File: config.mk
export PLATFORM = sky130hd
export DESIGN_NAME = seven_segment_capture
export DESIGN_NICKNAME = d
export VERILOG_FILES = /design/src/rtl/seven_segment_capture.sv
export SDC_FILE = /design/constraint.sdc
export NUM_CORES = 1
export LEC_CHECK = 0
export ABC_AREA = 1
export ABC_CLOCK_PERIOD_IN_PS = 4600
export CAP_MARGIN = 20
export CORE_MARGIN = 2
export CORE_UTILIZATION = 40
export DETAILED_ROUTE_END_ITERATION = 6
export PLACE_DENSITY = 0.67
export SLEW_MARGIN = 25
export SYNTH_ARGS = -nofsm -noshare
export SYNTH_HDL_FRONTEND = slang
export SYNTH_SLANG_ARGS = --single-unit
File: constraint.sdc
create_clock -name clk_core -period 4.6 [get_ports clk_core]
set_input_delay 1.38 -clock clk_core [delete_from_list [all_inputs] [get_ports clk_core]]
set_output_delay 1.38 -clock clk_core [all_outputs]
set_load 0.1 [all_outputs]
File: src/rtl/seven_segment_capture.sv
// Captures minutes/seconds from a multiplexed, active-low seven-segment display bus.
// Digits are debounced by a run-length counter and assembled into a four-slot frame.
module seven_segment_capture #(
    parameter int unsigned STABLE_CNT = 1
) (
    input  logic        clk_core,
    input  logic        rst_n,
    input  logic [10:0] seven_segment_display_i,
    output logic [5:0]  min_o,
    output logic [5:0]  sec_o,
    output logic        valid_o,
    output logic        err_o
);

    localparam logic [0:0] ST_SYNC    = 1'b0;
    localparam logic [0:0] ST_COLLECT = 1'b1;
    localparam logic [3:0] STABLE_4   = 4'(STABLE_CNT);

    // Returns {legal, digit}; legal=0 for any pattern outside the ten digits.
    function automatic logic [4:0] seg_decode(input logic [6:0] seg);
        logic [4:0] res;
        case (seg)
            7'b0000001: res = 5'b1_0000;
            7'b1001111: res = 5'b1_0001;
            7'b0010010: res = 5'b1_0010;
            7'b0000110: res = 5'b1_0011;
            7'b1001100: res = 5'b1_0100;
            7'b0100100: res = 5'b1_0101;
            7'b0100000: res = 5'b1_0110;
            7'b0001111: res = 5'b1_0111;
            7'b0000000: res = 5'b1_1000;
            7'b0000100: res = 5'b1_1001;
            default:    res = 5'b0_0000;
        endcase
        return res;
    endfunction

    logic [10:0]     smp_r;
    logic [10:0]     prev_r;
    logic [3:0]      cnt_r;
    logic [0:0]      state_r;
    logic [3:0]      mask_r;
    logic [3:0][3:0] dig_r;

    logic            same_s;
    logic [3:0]      cnt_s;
    logic            hit_s;
    logic [3:0]      sel_s;
    logic            blank_s;
    logic            onehot_s;
    logic            bad_anode_s;
    logic [4:0]      dec_s;
    logic            accept_s;
    logic            seg_err_s;
    logic            good_s;

    logic [0:0]      state_n;
    logic [3:0]      mask_n;
    logic [3:0][3:0] dig_n;
    logic [5:0]      min_n;
    logic [5:0]      sec_n;
    logic            valid_n;
    logic            err_n;
    logic [6:0]      min_calc_s;
    logic [6:0]      sec_calc_s;

    // Run-length of the registered sample and acceptance/error qualification.
    always_comb begin
        same_s = (smp_r == prev_r);
        if (!same_s) begin
            cnt_s = 4'd1;
        end else if (cnt_r == 4'd15) begin
            cnt_s = 4'd15;
        end else begin
            cnt_s = cnt_r + 4'd1;
        end
        // A saturated run repeating 15 must not re-accept every cycle.
        hit_s       = (cnt_s == STABLE_4) && !(same_s && (cnt_r == 4'd15));
        sel_s       = ~smp_r[10:7];
        blank_s     = (smp_r[10:7] == 4'b1111);
        onehot_s    = $onehot(sel_s);
        bad_anode_s = !blank_s && !onehot_s && (cnt_s == 4'd1);
        dec_s       = seg_decode(smp_r[6:0]);
        accept_s    = hit_s && onehot_s;
        seg_err_s   = accept_s && !dec_s[4];
        good_s      = accept_s && dec_s[4];
    end

    // Frame assembly: slot bit i of the mask corresponds to anode bit 7+i being low.
    always_comb begin
        state_n    = state_r;
        mask_n     = mask_r;
        dig_n      = dig_r;
        min_n      = min_o;
        sec_n      = sec_o;
        valid_n    = 1'b0;
        err_n      = bad_anode_s | seg_err_s;
        min_calc_s = 7'd0;
        sec_calc_s = 7'd0;
        if (good_s) begin
            if (state_r == ST_SYNC) begin
                if (sel_s == 4'b1000) begin
                    dig_n[3] = dec_s[3:0];
                    mask_n   = 4'b1000;
                    state_n  = ST_COLLECT;
                end else begin
                    state_n = ST_SYNC;
                end
            end else if ((mask_r & sel_s) != 4'b0000) begin
                err_n = 1'b1;
                if (sel_s == 4'b1000) begin
                    dig_n[3] = dec_s[3:0];
                    mask_n   = 4'b1000;
                end else begin
                    mask_n  = 4'b0000;
                    state_n = ST_SYNC;
                end
            end else begin
                for (int i = 0; i < 4; i++) begin
                    if (sel_s[i]) begin
                        dig_n[i] = dec_s[3:0];
                    end else begin
                        dig_n[i] = dig_r[i];
                    end
                end
                mask_n = mask_r | sel_s;
                if (mask_n == 4'b1111) begin
                    min_calc_s = 7'(dig_n[3]) * 7'd10 + 7'(dig_n[2]);
                    sec_calc_s = 7'(dig_n[1]) * 7'd10 + 7'(dig_n[0]);
                    mask_n     = 4'b0000;
                    state_n    = ST_SYNC;
                    if ((min_calc_s <= 7'd63) && (sec_calc_s <= 7'd63)) begin
                        min_n   = min_calc_s[5:0];
                        sec_n   = sec_calc_s[5:0];
                        valid_n = 1'b1;
                    end else begin
                        err_n = 1'b1;
                    end
                end else begin
                    state_n = ST_COLLECT;
                end
            end
        end else begin
            state_n = state_r;
        end
    end

    // Input sampling and stability counter.
    always_ff @(posedge clk_core or negedge rst_n) begin
        if (!rst_n) begin
            smp_r  <= 11'h7FF;
            prev_r <= 11'h7FF;
            cnt_r  <= 4'd0;
        end else begin
            smp_r  <= seven_segment_display_i;
            prev_r <= smp_r;
            cnt_r  <= cnt_s;
        end
    end

    // Frame state and registered outputs.
    always_ff @(posedge clk_core or negedge rst_n) begin
        if (!rst_n) begin
            state_r <= ST_SYNC;
            mask_r  <= 4'b0000;
            dig_r   <= '0;
            min_o   <= 6'd0;
            sec_o   <= 6'd0;
            valid_o <= 1'b0;
            err_o   <= 1'b0;
        end else begin
            state_r <= state_n;
            mask_r  <= mask_n;
            dig_r   <= dig_n;
            min_o   <= min_n;
            sec_o   <= sec_n;
            valid_o <= valid_n;
            err_o   <= err_n;
        end
    end

endmodule

; ---- Word level (Yosys, flattened, before mapping)
; Index checks and enable logic that the tools add are counted.
[classes]
n_mux = 41
n_eq_ne = 16
magnitude_cmp = 2
n_addsub = 6
n_mul = 2
n_bitwise = 5
reduce_logical = 18
[ops]
columns = op, n
row1 = 2-to-1 mux 4 bit, 26
row2 = case mux 5 bit (10 select lines), 1
row3 = == test 4 bit (second input constant), 4
row4 = adder 7 x 4 -> 7 bit, 2
row5 = == test 7 x 3 -> 1 bit (second input constant), 2
row6 = == test 7 x 6 -> 1 bit (second input constant), 2
row7 = == test 7 bit (second input constant), 2
row8 = <= comparator 7 x 6 -> 1 bit (second input constant), 2
row9 = 2-to-1 mux 1 bit, 14
row10 = multiplier 4 x 3 -> 6 bit (second input constant), 2
row11 = == test 11 bit, 1
row12 = logical AND 1 bit, 8
row13 = == test 7 x 1 -> 1 bit (second input constant), 1
row14 = == test 7 x 4 -> 1 bit (second input constant), 1
row15 = == test 7 x 5 -> 1 bit (second input constant), 1
row16 = zero test 7 bit, 1
row17 = AND reduction 5 bit, 1
row18 = adder 1 x 1 -> 2 bit, 2
row19 = adder 4 x 1 -> 4 bit (second input constant), 1
row20 = bitwise AND 4 bit, 1
row21 = == test 4 x 1 -> 1 bit (second input constant), 1
row22 = zero test 1 bit, 4
row23 = NOT 4 bit, 1
row24 = bitwise OR 4 bit, 1
row25 = other kinds (8), 8
[totals]
register_bits = 61
in_bits = 13
word_cells = 103

; ---- Depth between registers and ports, before layout
; Gate-level depths: netlist (run 1).
[depth]
word_depth = 17
depth_mapped = 23
mapped_depth_nobuf = 22

; ---- Worst setup path before layout (run 1)
; Ideal clock, no wire load.
[synth_timing]
path_kind = register to register
from = register smp_r[0]
to = register min_o[0]
path_stages_with_launch = 23
path_buffers = 1
arrival_ps = 3207
setup_time_ps = 122
slack_ps = 1271
cell_sequence = dfstp_2 > inv_1 > nand2_1 > nor2_1 > nand2_1 > o21ai_2 > nor2_2 > inv_1 > nand2_1 > o21ai_0 > ha_1 > ha_1 > fa_1 > inv_1 > nor2_1 > nand3_1 > nand2_2 > nand3_2 > nor2_4 > nand2_4 > buf_6 > nand2_1 > nand2_1
[synth_between]
elab_chain_len = 11
word_cells_on_any_way = 43
[synth_rtl]
columns = item, line
row1 = from (decl), 38  ; logic [10:0] smp_r;
row2 = from (signal assigned), 155  ; smp_r <= seven_segment_display_i;
row3 = == test 7 x 3 -> 1 bit (tied with other cells), 22  ; case (seg)
row4 = case mux 5 bit (10 select lines), 22
row5 = 2-to-1 mux 4 bit, 120  ; if (sel_s[i]) begin
row6 = 2-to-1 mux 4 bit, 109  ; end else if ((mask_r & sel_s) != 4'b0000) begin
row7 = 2-to-1 mux 4 bit, 101  ; if (state_r == ST_SYNC) begin
row8 = 2-to-1 mux 4 bit, 100  ; if (good_s) begin
row9 = "multiplier 4 x 3 -> 6 bit, on equally long branches", "128, 129"
row10 = "adder 7 x 4 -> 7 bit, on equally long branches", "128, 129"
row11 = <= comparator 7 x 6 -> 1 bit, 132  ; if ((min_calc_s <= 7'd63) && (sec_calc_s <= 7'd63)) begin
row12 = logical AND 1 bit, 132
row13 = AND reduction 5 bit (no source line), --
row14 = to (signal assigned), 175  ; min_o <= min_n;
row15 = to (decl), 9  ; output logic [5:0] min_o,
; Parallel ways exist; a longest one is shown, timed or not. The select of a mux whose other input is x is not followed.
; A chain may end at the register's enable or synchronous reset.

; ---- Worst setup path in the final report (run 1)
[layout_timing]
from = register smp_r[0]
to = register sec_o[4]
[layout_between]
elab_chain_len = 11
word_cells_on_any_way = 43
[layout_rtl]
columns = item, line
row1 = == test 7 x 3 -> 1 bit (tied with other cells), 22
row2 = case mux 5 bit (10 select lines), 22
row3 = 2-to-1 mux 4 bit, 120
row4 = 2-to-1 mux 4 bit, 109
row5 = 2-to-1 mux 4 bit, 101
row6 = 2-to-1 mux 4 bit, 100
row7 = "multiplier 4 x 3 -> 6 bit, on equally long branches", "128, 129"
row8 = "adder 7 x 4 -> 7 bit, on equally long branches", "128, 129"
row9 = <= comparator 7 x 6 -> 1 bit, 132
row10 = logical AND 1 bit, 132
row11 = AND reduction 5 bit (no source line), --
row12 = to (signal assigned), 176  ; sec_o <= sec_n;
row13 = to (decl), 10  ; output logic [5:0] sec_o,
; Parallel ways exist; a longest one is shown, timed or not. The select of a mux whose other input is x is not followed.

==> reports/results.ini, run 1 <==
[floorplan]
width_of_the_chip_um=98.88
num_rows=34
core_area_um2=8721
effective_utilization_at_floorplan=0.4129
dieHeight_um=98.88
die_area_um2=9777
io_pins=27

[setup_path]
cp_max_fo=13
setup.worst_path.start_class=register
criticalPathCategory=reg -> reg
critical_path_arrival_ps=4080
worst-endpoint-required_ps=4840
crit_path_end_kind=register

[place]
final_weighted_congestion_of_routability_driven_global_placement=0.8965
dp_hpwl_mm=5.544
placement.setup.worst_slack_ps=750.0
placement.io_buffers=26

[routing]
route.antenna.remaining_nets=0
initialDrtViolationCount=203
vias_per_cell=4.978
drt-pass1-iter-count=5
vias=2932
drt-wirelength-per-cell_um=12.61
detail_route.drc_violations=0
detail_route.wirelength_mm=7.429

[grt]
initial_antenna_violation_count=0
grt_max_degree=43
grt_first_pass_wirelength_mm=13.07
grt.total_usage=0.1682
first_global_vias=2912
grt.overflow.total=0

[cts]
htree_levels=3
cts-buffers-inserted=9
cts_buffer_depth=2
tritoncts=done
number_of_cells_upsized_or_downsized_after_cts=0
cts_setup_buffers=0
clock_latency_ps=350
cts_hold_buf=0
cts.reportedPaths.clkPinSlew_ps=70
clk_root_buffer_cell=clkbuf_8
cts_sinks=61

[final_layout]
areaGrowthSynthToFinish_pct=15.25
fin_nets=510
num_antenna_cells=0
fill_cells=798
proportion_of_layout_cells_with_a_drive_suffix_above_1=0.1289

[power]
power.density_cell_area_nw_per_um2=300.6
irDropWorstVdd_mv=0.2136
static-leakage-power_uw=0.002080

[synthesis]
async_flop_share=1.000
synthCells=445
post_synth.cell_area_avg_um2=8.092
synth_top_area_frac=0.2710
synth-edff-count=0
synth.yosys.seq_area_share=0.4315
synth_area_leaders=dfrtp_1 (27%), dfstp_2 (16%), nand2_1 (15%)
synth.lib_cells_used.distinct=35
synthFlopType=dfrtp_1
synth-warning-count=0
mappedNetlistNets=479
post_synth_instance_area_um2=3601
post-synth-top-area-cell=dfrtp_1
synth.ff_latch_count=61

[sta]
final-setup-viol-count=0
worst_slack_ps=761.7
period_share=0.8344
slew-limit-headroom=0.3473
period_minus_slack_ps=3838
maxClockFrequency_mhz=260.5
setup_tns_ps=0
worst_slew_pin_slew_ps=976.0
timing_hold_violations_final=0
fin_worst_skew_ps=13.67
final_max_slew_viol_count=0
grt_setup_unrepaired=false

[worst_hold_path]
min_path_type=reg -> reg

[job]
maxCapViolations=0

[outcome]
status=finished clean

[path summary, 6_finish.rpt]
kind | end | cells past startpoint | slack [ps] | startpoint
max in group asynchronous | prev_r[6] | 2 | 2860 | rst_n
hold / removal | prev_r[0] | 0 | 380 | smp_r[0]
min in group asynchronous | dig_r[9] | 1 | 1010 | rst_n
setup / recovery | sec_o[4] | 21 | 760 | smp_r[0]
hold reg to reg | prev_r[0] | 0 | 380 | smp_r[0]
setup reg to reg | sec_o[4] | 21 | 760 | smp_r[0]
[cell usage after synthesis (2+ instances only)]
library cell    n
a21boi_0        2
a21oi_1         7
a22o_1          2
buf_6           4
dfrtp_1        39
dfstp_2        22
fa_1            5
ha_1           16
inv_1          56
nand2_1       144
nand2_2         8
nand2_4         3
nand3_1        42
nor2_1         30
nor2_4          3
nor3_1          3
o211ai_1        4
o21ai_0        28
o21ai_2         2
xnor2_1         9
xor2_1          2
[stage by stage]
stage	total power, µW	std cells	instance area, µm²	util	hold slack (ps)
after floorplan	683.5	445	3601	-	366.9
after global placement	726.3	573	3926	0.4502	370.2
after detailed placement	729.5	573	3926	0.4502	376.4
after CTS	1261	589	4148	0.4756	385.9
after global routing	1307	589	4150	0.4759	392.3
final	1248	589	4150	0.4759	384.4
[report_power, final]
group          leakage (µW)  internal [µW]  switching (µW)
registers          0.000767            562            18.7
clock network      0.000114            315             213
logic               0.00120           47.1            92.4
[state kept, by name (all words and copies together), names as in the netlist, 4 cells and up]
name / count
min_o: 6
smp_r: 11
sec_o: 6
dig_r: 16
cnt_r: 4
mask_r: 4
prev_r: 11
[routing by layer]
layer / share of wire / track usage
met3: 0.050 / 0.04255
met1: 0.47 / 0.2223
met2: 0.47 / 0.2635
met5: 0 / 0
met4: 0.015 / 0.07060
[placed cells by master, fill, tap and decap left out, drive strengths merged]
cell type      Yosys  routed
a21boi             2       2
a21oi              7       7
a22o               2       2
buf                6       2
bufinv             0       1
clkbuf             1      13
clkdlybuf4s50      0      25
clkinv             0       2
dfrtp             39      39
dfstp             22      22
fa                 5       5
ha                16      16
inv               58      58
nand2            155     155
nand3             43      43
nand3b             1       1
nand4              2       2
nor2              34      34
nor3               5       5
nor4               1       1
o211ai             4       4
o21ai             31      31
xnor2              9       9
xor2               2       2
[critical path, cell delays in order, from the launching register on]
cell	delay, ps
dfstp_2	550
inv_1	100
nand2_1	70
nor2_1	30
nand2_1	90
o21ai_2	60
nor2_2	260
inv_1	110
nand2_1	70
o21ai_0	200
ha_1	360
ha_1	210
fa_1	530
inv_1	50
nor2_1	150
nand3_1	110
nand2_2	90
nand3_2	90
nor2_4	280
nand2_4	160
nand2_1	100
nand2_1	50
[logic make-up after synthesis]
kind of cell,share of synthesized area
simple gates,0.3040
fa+ha+maj,0.08339
compound gates,0.07227
xor+xnor,0.02676
flops,0.4315
buf+inv,0.08200
[cell type report]
| class | instances | area [µm²] | area share |
|---|---|---|---|
| Clock buffer | 13 | 181.4 | 0.04371 |
| Clock inverter | 3 | 40.04 | 0.009647 |
| Inverter | 58 | 222.7 | 0.05366 |
| Multi-Input combinational cell | 319 | 1752 | 0.4221 |
| Sequential cell | 61 | 1554 | 0.3744 |
| Tap cell | 108 | 135.1 | 0.03256 |
| Timing Repair Buffer | 27 | 265.3 | 0.06391 |
Note: power is estimated with default switching activity, not from simulation.
==> run 2: changes to the inputs <==
Settings changed: ABC_CLOCK_PERIOD_IN_PS 4600 to 3800.
Clock period 4.6 ns to 3.8 ns, I/O delays scaled along.
==> reports/results.ini, run 2 (synthesis results as in run 1) <==
[sta]
maxClockFrequency_mhz=286.1  ; was 260.5 MHz
grt_setup_unrepaired=false  ; unchanged
setup_tns_ps=0  ; unchanged
final-setup-viol-count=0  ; unchanged
slew-limit-headroom=0.6543  ; was 0.3473
final_max_slew_viol_count=0  ; unchanged
period_share=0.9199  ; was 0.8344
worst_slew_pin_slew_ps=518.5  ; was 976.0 ps
period_minus_slack_ps=3496  ; was 3838 ps
timing_hold_violations_final=0  ; unchanged
fin_worst_skew_ps=8.120  ; was 13.67 ps

[power]
power.density_cell_area_nw_per_um2=370.9  ; was 300.6 nW/µm²
irDropWorstVdd_mv=0.1884  ; was 0.2136 mV
static-leakage-power_uw=0.002126  ; was 0.002080 µW
overall_power_consumption_uw=1545  ; was 1248 µW

[cts]
tritoncts=done  ; unchanged
cts-buffers-inserted=9  ; unchanged
clk_root_buffer_cell=clkbuf_8  ; unchanged
htree_levels=3  ; unchanged
cts_buffer_depth=2  ; unchanged
cts.reportedPaths.clkPinSlew_ps=70  ; about the same
cts_sinks=61  ; unchanged
clock_latency_ps=350  ; about the same

[final_layout]
layout.cells.most_common=nand2_1  ; unchanged
design_area_um2=4164  ; was 4150 µm²
fin_nets=513  ; was 510
biggestRegsByFlops=dig_r (16), prev_r (11), smp_r (11)  ; unchanged
final_cell_mix=nand2_1 (144), inv_1 (56), nand3_1 (41)  ; was nand2_1 (144), inv_1 (56), nand3_1 (42)
final_cell_count_no_fill=592  ; was 589
total_area_of_multi_input_combinational_cells_um2=1768  ; was 1752 µm²
proportion_of_layout_cells_with_a_drive_suffix_above_1=0.1736  ; was 0.1289
fill_cells=829  ; was 798
num_antenna_cells=0  ; unchanged
largest-register=dig_r  ; unchanged
areaGrowthSynthToFinish_pct=15.64  ; was 15.25%
seqCellArea_um2=1554  ; unchanged
largest_register_ffs=16  ; unchanged

[routing]
drt-wirelength-per-cell_um=12.49  ; was 12.61 µm
detail_route.drc_violations=0  ; unchanged
initialDrtViolationCount=134  ; was 203
vias_per_cell=4.916  ; was 4.978
drt-pass1-iter-count=4  ; was 5
vias=2910  ; was 2932
route.antenna.remaining_nets=0  ; unchanged
detail_route.wirelength_mm=7.392  ; was 7.429 mm

[job]
maxCapViolations=0  ; unchanged

[grt]
grt_max_degree=40  ; was 43
grt.total_usage=0.1687  ; was 0.1682
grt.overflow.total=0  ; unchanged
initial_antenna_violation_count=0  ; unchanged
first_global_vias=2829  ; was 2912
grt_first_pass_wirelength_mm=13.17  ; was 13.07 mm

[floorplan]
die_area_um2=9777  ; unchanged
dieHeight_um=98.88  ; unchanged
effective_utilization_at_floorplan=0.4129  ; unchanged
core_area_um2=8721  ; unchanged
width_of_the_chip_um=98.88  ; unchanged
num_rows=34  ; unchanged
io_pins=27  ; unchanged

[setup_path]
critical_path_arrival_ps=3790  ; was 4080 ps
ff2ff_setup_slack_ps=300  ; was 760 ps
endpoint=sec_o[5]  ; was sec_o[4]
timing.rr.end=sec_o[5]  ; was sec_o[4]
cp_max_fo=5  ; was 13
crit-reg2reg-launch=smp_r[5]  ; was smp_r[0]
worst-endpoint-required_ps=4090  ; was 4840 ps
setup_crit_start=smp_r[5]  ; was smp_r[0]
setup.worst_path.start_class=register  ; unchanged
criticalPathCategory=reg -> reg  ; unchanged
reg2reg_depth=20  ; was 21
crit_path_end_kind=register  ; unchanged

[worst_hold_path]
instance_count_along_the_most_critical_hold_path=0  ; unchanged
min_path_type=reg -> reg  ; unchanged

[place]
dp_hpwl_mm=5.578  ; was 5.544 mm
final_weighted_congestion_of_routability_driven_global_placement=0.8631  ; was 0.8965
placement.io_buffers=26  ; unchanged
placement.cell_area_um2=3899  ; was 3926 µm²
place.detailed.instances=574  ; was 573

[outcome]
status=finished clean  ; unchanged

run 2: stage by stage:
step           hold WS, ps  setup WS (ps)    util
4_1_cts              385.8          64.84  0.4739
5_1_grt              391.9          16.81  0.4775
3_5_place_dp         375.2          90.87  0.4471
2_1_floorplan        366.9          470.7       -
6_report             384.5          304.5  0.4775
3_3_place_gp         369.5          192.6  0.4471
run 2: how the worst min path moves through the flow:
stage                          from          to  slack, ps
after floorplan           smp_r[10]  prev_r[10]        370
after global placement     smp_r[0]   prev_r[0]        370
after detailed placement   smp_r[0]   prev_r[0]        380
after CTS                  smp_r[0]   prev_r[0]        390
after global routing       smp_r[0]   prev_r[0]        390
final                      smp_r[0]   prev_r[0]        380
run 2: area by class of cell:
type	instances	area share
clock buffer	11	0.03636
clock inverter	5	0.01983
inverter	58	0.05349
multi-input combinational	319	0.4246
sequential	61	0.3732
tap	108	0.03245
timing repair buffer	30	0.06010
run 2: layer usage:
metal	global-route usage	routed length (µm)
met2	0.2682	3516
met5	0	0
met1	0.2214	3414
met3	0.03404	305
met4	0.07903	155
run 2: where the power goes:
group	total, µW	internal (µW)	switching (µW)
Clock	671	404	267
Combinational	171	57.6	113
Sequential	703	680	22.9
run 2: critical path, cell delays in order, from the launching register on:
cell and delay [ps]:
dfstp_2 590, inv_1 90, nor3_2 140, inv_1 70, o21ai_2 180, nor2_4 70
inv_1 80, nand2_1 70, o21ai_2 120, ha_1 280, ha_1 210, fa_1 540
inv_1 50, nor2_1 130, nand3_1 100, nand2_2 90, nand3_2 90, nor2_4 180
buf_4 160, nand3_1 90, nand2_1 90
run 2: repair_timing:
item / in CTS / in global routing
resized for setup: 0 / 6
setup buffers: 0 / 2
hold buffers: 0 / 0
endpoints found under the setup margin: 0 / 14
==> run 3: changes to the inputs <==
Settings changed: ABC_CLOCK_PERIOD_IN_PS 3800 to not set, CTS_CLUSTER_DIAMETER set to 150.
==> results of run 3 <==
Same layout as run 2: the final DEF is identical, and so are final timing and power.
==> RTL edit 1 (flow settings as in run 3) <==
Register the input `seven_segment_display_i` before use, without a reset. The logic sees it one clock later.
--- a/src/rtl/seven_segment_capture.sv
+++ b/src/rtl/seven_segment_capture.sv
@@ -15,6 +15,12 @@
     localparam logic [0:0] ST_SYNC    = 1'b0;
     localparam logic [0:0] ST_COLLECT = 1'b1;
     localparam logic [3:0] STABLE_4   = 4'(STABLE_CNT);
+
+    logic [10:0] seven_segment_display_q;
+
+    always_ff @(posedge clk_core) begin
+        seven_segment_display_q <= seven_segment_display_i;
+    end
 
     // Returns {legal, digit}; legal=0 for any pattern outside the ten digits.
     function automatic logic [4:0] seg_decode(input logic [6:0] seg);
@@ -152,7 +158,7 @@
             prev_r <= 11'h7FF;
             cnt_r  <= 4'd0;
         end else begin
-            smp_r  <= seven_segment_display_i;
+            smp_r  <= seven_segment_display_q;
             prev_r <= smp_r;
             cnt_r  <= cnt_s;
         end
Behaviour: not the same (a bounded check fails within 4 cycles, from zero or initial values and one cycle with rst_n low).
==> RTL edit 1 against run 3 <==
Cell area is 12% higher; worst setup slack worse by 0.10 ns; largest power group unchanged; synthesized area is 8.6% higher; total power rose by 5.0%; combinational power rose by 27%; sequential cell count rose by 11; die area up 8.3%; sequential power up 17%; routed wire length up 14%; synthesized cell count grew 9.0%.
==> RTL edit 1: results (changes against run 3) <==
synth_xor_area_frac: 0.02239  # was 0.02675
clockPowerShare: 0.357  # was 0.434
routed_wl_um: 8456  # was 7392 um
outcome: "completed"  # unchanged
async_flop_share: 0.8472  # was 1.000
synthesis.nets: 519  # was 479
max_stage_delay_ns: 0.61  # was 0.59 ns
ys_seq_area_frac: 0.4536  # was 0.4315
use_met1: 0.2266  # was 0.2214
finalPower_uw: 1622  # was 1545 uW
synth-adder-area-share: 0.07678  # was 0.08339
finClkSkew_ns: 0.01627  # was 0.008120 ns
wl_met3_um: 486  # was 305 um
via_per_inst: 4.781  # was 4.916
grtUsageTotal: 0.1732  # was 0.1687
nFillCells: 935  # was 829
grt_pass1_wl_um: 14120  # was 13170 um
p_leak_uw: 0.002362  # was 0.002126 uW
met1Wirelength_um: 3821  # was 3414 um
utilization: 0.4838  # was 0.4775
max-vdd-ir-drop_mv: 0.2412  # was 0.1884 mV
detail_route.iter0.violations: 171  # was 134
p_seq_frac: 0.509  # was 0.455
place_inst: 641  # was 574
globalplace.congestion: 0.9388  # was 0.8631
cp_max_fo: 7  # was 5
met2WireLength_um: 4015  # was 3516 um
dpl.hpwl_um: 6098  # was 5578 um
synth-compound-area-share: 0.08093  # was 0.07227
grt_max_degree: 45  # was 40
finalNonFillerCells: 670  # was 592
yosys-top-cells-area: "dfrtp_1, nand2_1, dfstp_2"  # was dfrtp_1, dfstp_2, nand2_1
avgSynthCellArea_sq_um: 8.064  # was 8.092 sq um
-- RTL edit 1: cell types whose count changed in the layout (fill, tap and decap cells not counted), moves of 4 or more --
cell,before,now
nand2_2,8,17
nand3_1,41,34
nor2_1,29,24
o22ai_1,0,4
buf_4,18,34
inv_2,1,7
dfxtp_1,0,11
o21ai_2,3,8
o21ai_0,26,14
nand4_1,1,16
-- RTL edit 1: worst register-to-register path: stages (launching register included) --
cell,delay [ns]
dfstp_2,0.61
nand2_2,0.08
nor2_2,0.16
nand2_1,0.08
o21ai_2,0.11
nor2_4,0.06
inv_2,0.08
nand2_2,0.06
o21ai_2,0.07
ha_1,0.25
ha_2,0.19
fa_1,0.58
nand2_2,0.08
inv_1,0.06
nand4_1,0.10
o21ai_2,0.10
nand3_1,0.08
nand2_1,0.10
nand2_2,0.08
nor2_4,0.21
nand3_4,0.18
nand2_2,0.11
nand2_1,0.05
-- RTL edit 1: final timing paths --
path,startpoint,to,slack [ns],depth (start not counted)
max,smp_r[0]$_DFF_PN1_,min_o[2]$_DFFE_PN0P_,0.20,22
min,seven_segment_display_q[0]$_DFF_P_,smp_r[0]$_DFF_PN1_,0.30,0
max reg2reg,smp_r[0]$_DFF_PN1_,min_o[2]$_DFFE_PN0P_,0.20,22
min reg2reg,seven_segment_display_q[0]$_DFF_P_,smp_r[0]$_DFF_PN1_,0.30,0
max in group asynchronous,rst_n,smp_r[7]$_DFF_PN1_,2.39,2
min in group asynchronous,rst_n,cnt_r[0]$_DFF_PN0_,0.77,1
-- RTL edit 1: final cells by class --
type / instances / share of cell area
clock buffer: 10 / 0.02951
clock inverter: 6 / 0.009928
sequential: 72 / 0.3805
multi-input combinational: 336 / 0.4057
inverter: 65 / 0.05286
tap: 133 / 0.03569
timing repair buffer: 48 / 0.08586
==> RTL edit 2 (settings of run 3) <==
Without the edit above. Put one more register stage on the output `err_o`, with the module's reset. The value now appears one clock later. The other outputs are not delayed to match.
--- a/src/rtl/seven_segment_capture.sv
+++ b/src/rtl/seven_segment_capture.sv
@@ -15,6 +15,8 @@
     localparam logic [0:0] ST_SYNC    = 1'b0;
     localparam logic [0:0] ST_COLLECT = 1'b1;
     localparam logic [3:0] STABLE_4   = 4'(STABLE_CNT);
+
+    logic err_s0;
 
     // Returns {legal, digit}; legal=0 for any pattern outside the ten digits.
     function automatic logic [4:0] seg_decode(input logic [6:0] seg);
@@ -167,7 +169,7 @@
             min_o   <= 6'd0;
             sec_o   <= 6'd0;
             valid_o <= 1'b0;
-            err_o   <= 1'b0;
+            err_s0  <= 1'b0;
         end else begin
             state_r <= state_n;
             mask_r  <= mask_n;
@@ -175,7 +177,15 @@
             min_o   <= min_n;
             sec_o   <= sec_n;
             valid_o <= valid_n;
-            err_o   <= err_n;
+            err_s0  <= err_n;
+        end
+    end
+
+    always_ff @(posedge clk_core or negedge rst_n) begin
+        if (!rst_n) begin
+            err_o <= '0;
+        end else begin
+            err_o <= err_s0;
         end
     end
 
Function: changed (a bounded check fails within 4 cycles, from zero or initial values and one cycle with rst_n low).
==> RTL edit 2 against run 3 <==
Final cell count is 1.7% higher; worst setup slack worse by 0.023 ns; core utilization is 0.076 points higher; largest cell class unchanged; largest power group unchanged; synthesized area is 1.3% lower; via count is 1.4% higher; total power is 4.4% lower; clock skew is 0.0047 ns higher; routed wire length is 1.5% higher; sequential cell count is 1 higher; cell area is 0.33% lower.
==> RTL edit 2: results (changes against run 3) <==
use_met1: 0.2099  # was 0.2214
synthesis.nets: 483  # was 479
ys_types: 32  # was 35
grt_pass1_wl_um: 12920  # was 13170 um
grtUsageTotal: 0.1668  # was 0.1687
synth_commonest_cells: "nand2_1, inv_1, dfrtp_1, nand3_1, nor2_1"  # was nand2_1, inv_1, nand3_1
cpMaxStageDelayCell: "dfstp_2"  # unchanged
drive_gt1_frac: 0.1781  # was 0.1736
grt_max_degree: 63  # was 40
arrival_ns: 3.80  # was 3.79 ns
wl_per_cell_um: 12.46  # was 12.49 um
nets: 523  # was 513
grtUsageMet2: 0.2679  # was 0.2682
synth-compound-area-share: 0.07424  # was 0.07227
synth_xor_area_frac: 0.02709  # was 0.02675
yosys-top-cells-area: "dfrtp_1, dfstp_2, nand2_1"  # unchanged
finClkSkew_ns: 0.01282  # was 0.008120 ns
cp_max_fo: 7  # was 5
ys_seq_area_frac: 0.4441  # was 0.4315
num_vias: 2951  # was 2910
finalNonFillerCells: 602  # was 592
grt_pass1_vias: 2843  # was 2829
global_route.usage.met3: 0.04438  # was 0.03404
detail_route.iter0.violations: 118  # was 134
dpl_cell_area_sq_mm: 0.003929  # was 0.003899 sq mm
p_leak_uw: 0.002116  # was 0.002126 uW
max-vdd-ir-drop_mv: 0.1891  # was 0.1884 mV
relSlewSlack: 0.5000  # was 0.6543
nFillCells: 859  # was 829
dpl.hpwl_um: 5597  # was 5578 um
place_inst: 586  # was 574
avgSynthCellArea_sq_um: 7.920  # was 8.092 sq um
outcome: "completed"  # unchanged
r2r_cells: 21  # was 20
-- RTL edit 2: changes by cell type after synthesis, moves of 3 or more --
cell and change:
nand2_4 -3, nor2_2 +5, nand2_1 +8, nand2_2 -5
inv_2 +11, inv_1 -9
-- RTL edit 2: per-stage QoR --
step	util	worst slack (ns)
floorplan	-	0.4670
global placement	0.4527	0.3324
detailed placement	0.4527	0.1676
CTS	0.4765	0.1428
global route	0.4782	0.01414
finish	0.4782	0.2814
-- RTL edit 2: cells by family (layout without fill, tap and decap cells) --
| kind of cell | count (synthesis) | in the layout |
|---|---|---|
| AOI/OAI and AO/OA | 47 | 47 |
| xor gates and xnor gates | 11 | 11 |
| adders and majority gates | 21 | 21 |
| buffers and inverters | 66 | 111 |
| DFF | 62 | 62 |
| and+or+nand+nor | 242 | 242 |
-- RTL edit 2: power by group through the flow --
| stage | logic [uW] | clock network, uW | registers (uW) |
|---|---|---|---|
| finish | 177 | 585 | 714 |
| global route | 198 | 635 | 717 |
| CTS | 177 | 605 | 714 |
| detailed placement | 177 | 0 | 726 |
| global placement | 174 | 0 | 724 |
| floorplan | 101 | 0 | 737 |
-- RTL edit 2: per-layer routing --
metal	vias up	part of all wire	wire length (um)
met2	75	0.46	3467
met1	1363	0.46	3485
met5	-	0	0
met4	0	0.019	142
li1	1499	-	-
met3	14	0.054	405
-- RTL edit 2: cell type report --
cell class	count	area, sq um	share of cell area
inverter	60	227.7	0.05487
multi-input combinational	321	1714	0.4130
tap	108	135.1	0.03256
clock inverter	2	12.51	0.003015
timing repair buffer	35	287.8	0.06934
clock buffer	14	193.9	0.04673
sequential	62	1579	0.3805
-- RTL edit 2: worst paths after layout --
path / startpoint / to / slack, ns
setup reg to reg: smp_r[5]$_DFF_PN1_ / sec_o[4]$_DFFE_PN0P_ / 0.28
max in group asynchronous: rst_n / dig_r[13]$_DFFE_PN0P_ / 2.36
min in group asynchronous: rst_n / sec_o[2]$_DFFE_PN0P_ / 0.94
setup / recovery: smp_r[5]$_DFF_PN1_ / sec_o[4]$_DFFE_PN0P_ / 0.28
hold / removal: err_s0$_DFF_PN0_ / err_o$_DFF_PN0_ / 0.36
hold reg to reg: err_s0$_DFF_PN0_ / err_o$_DFF_PN0_ / 0.36
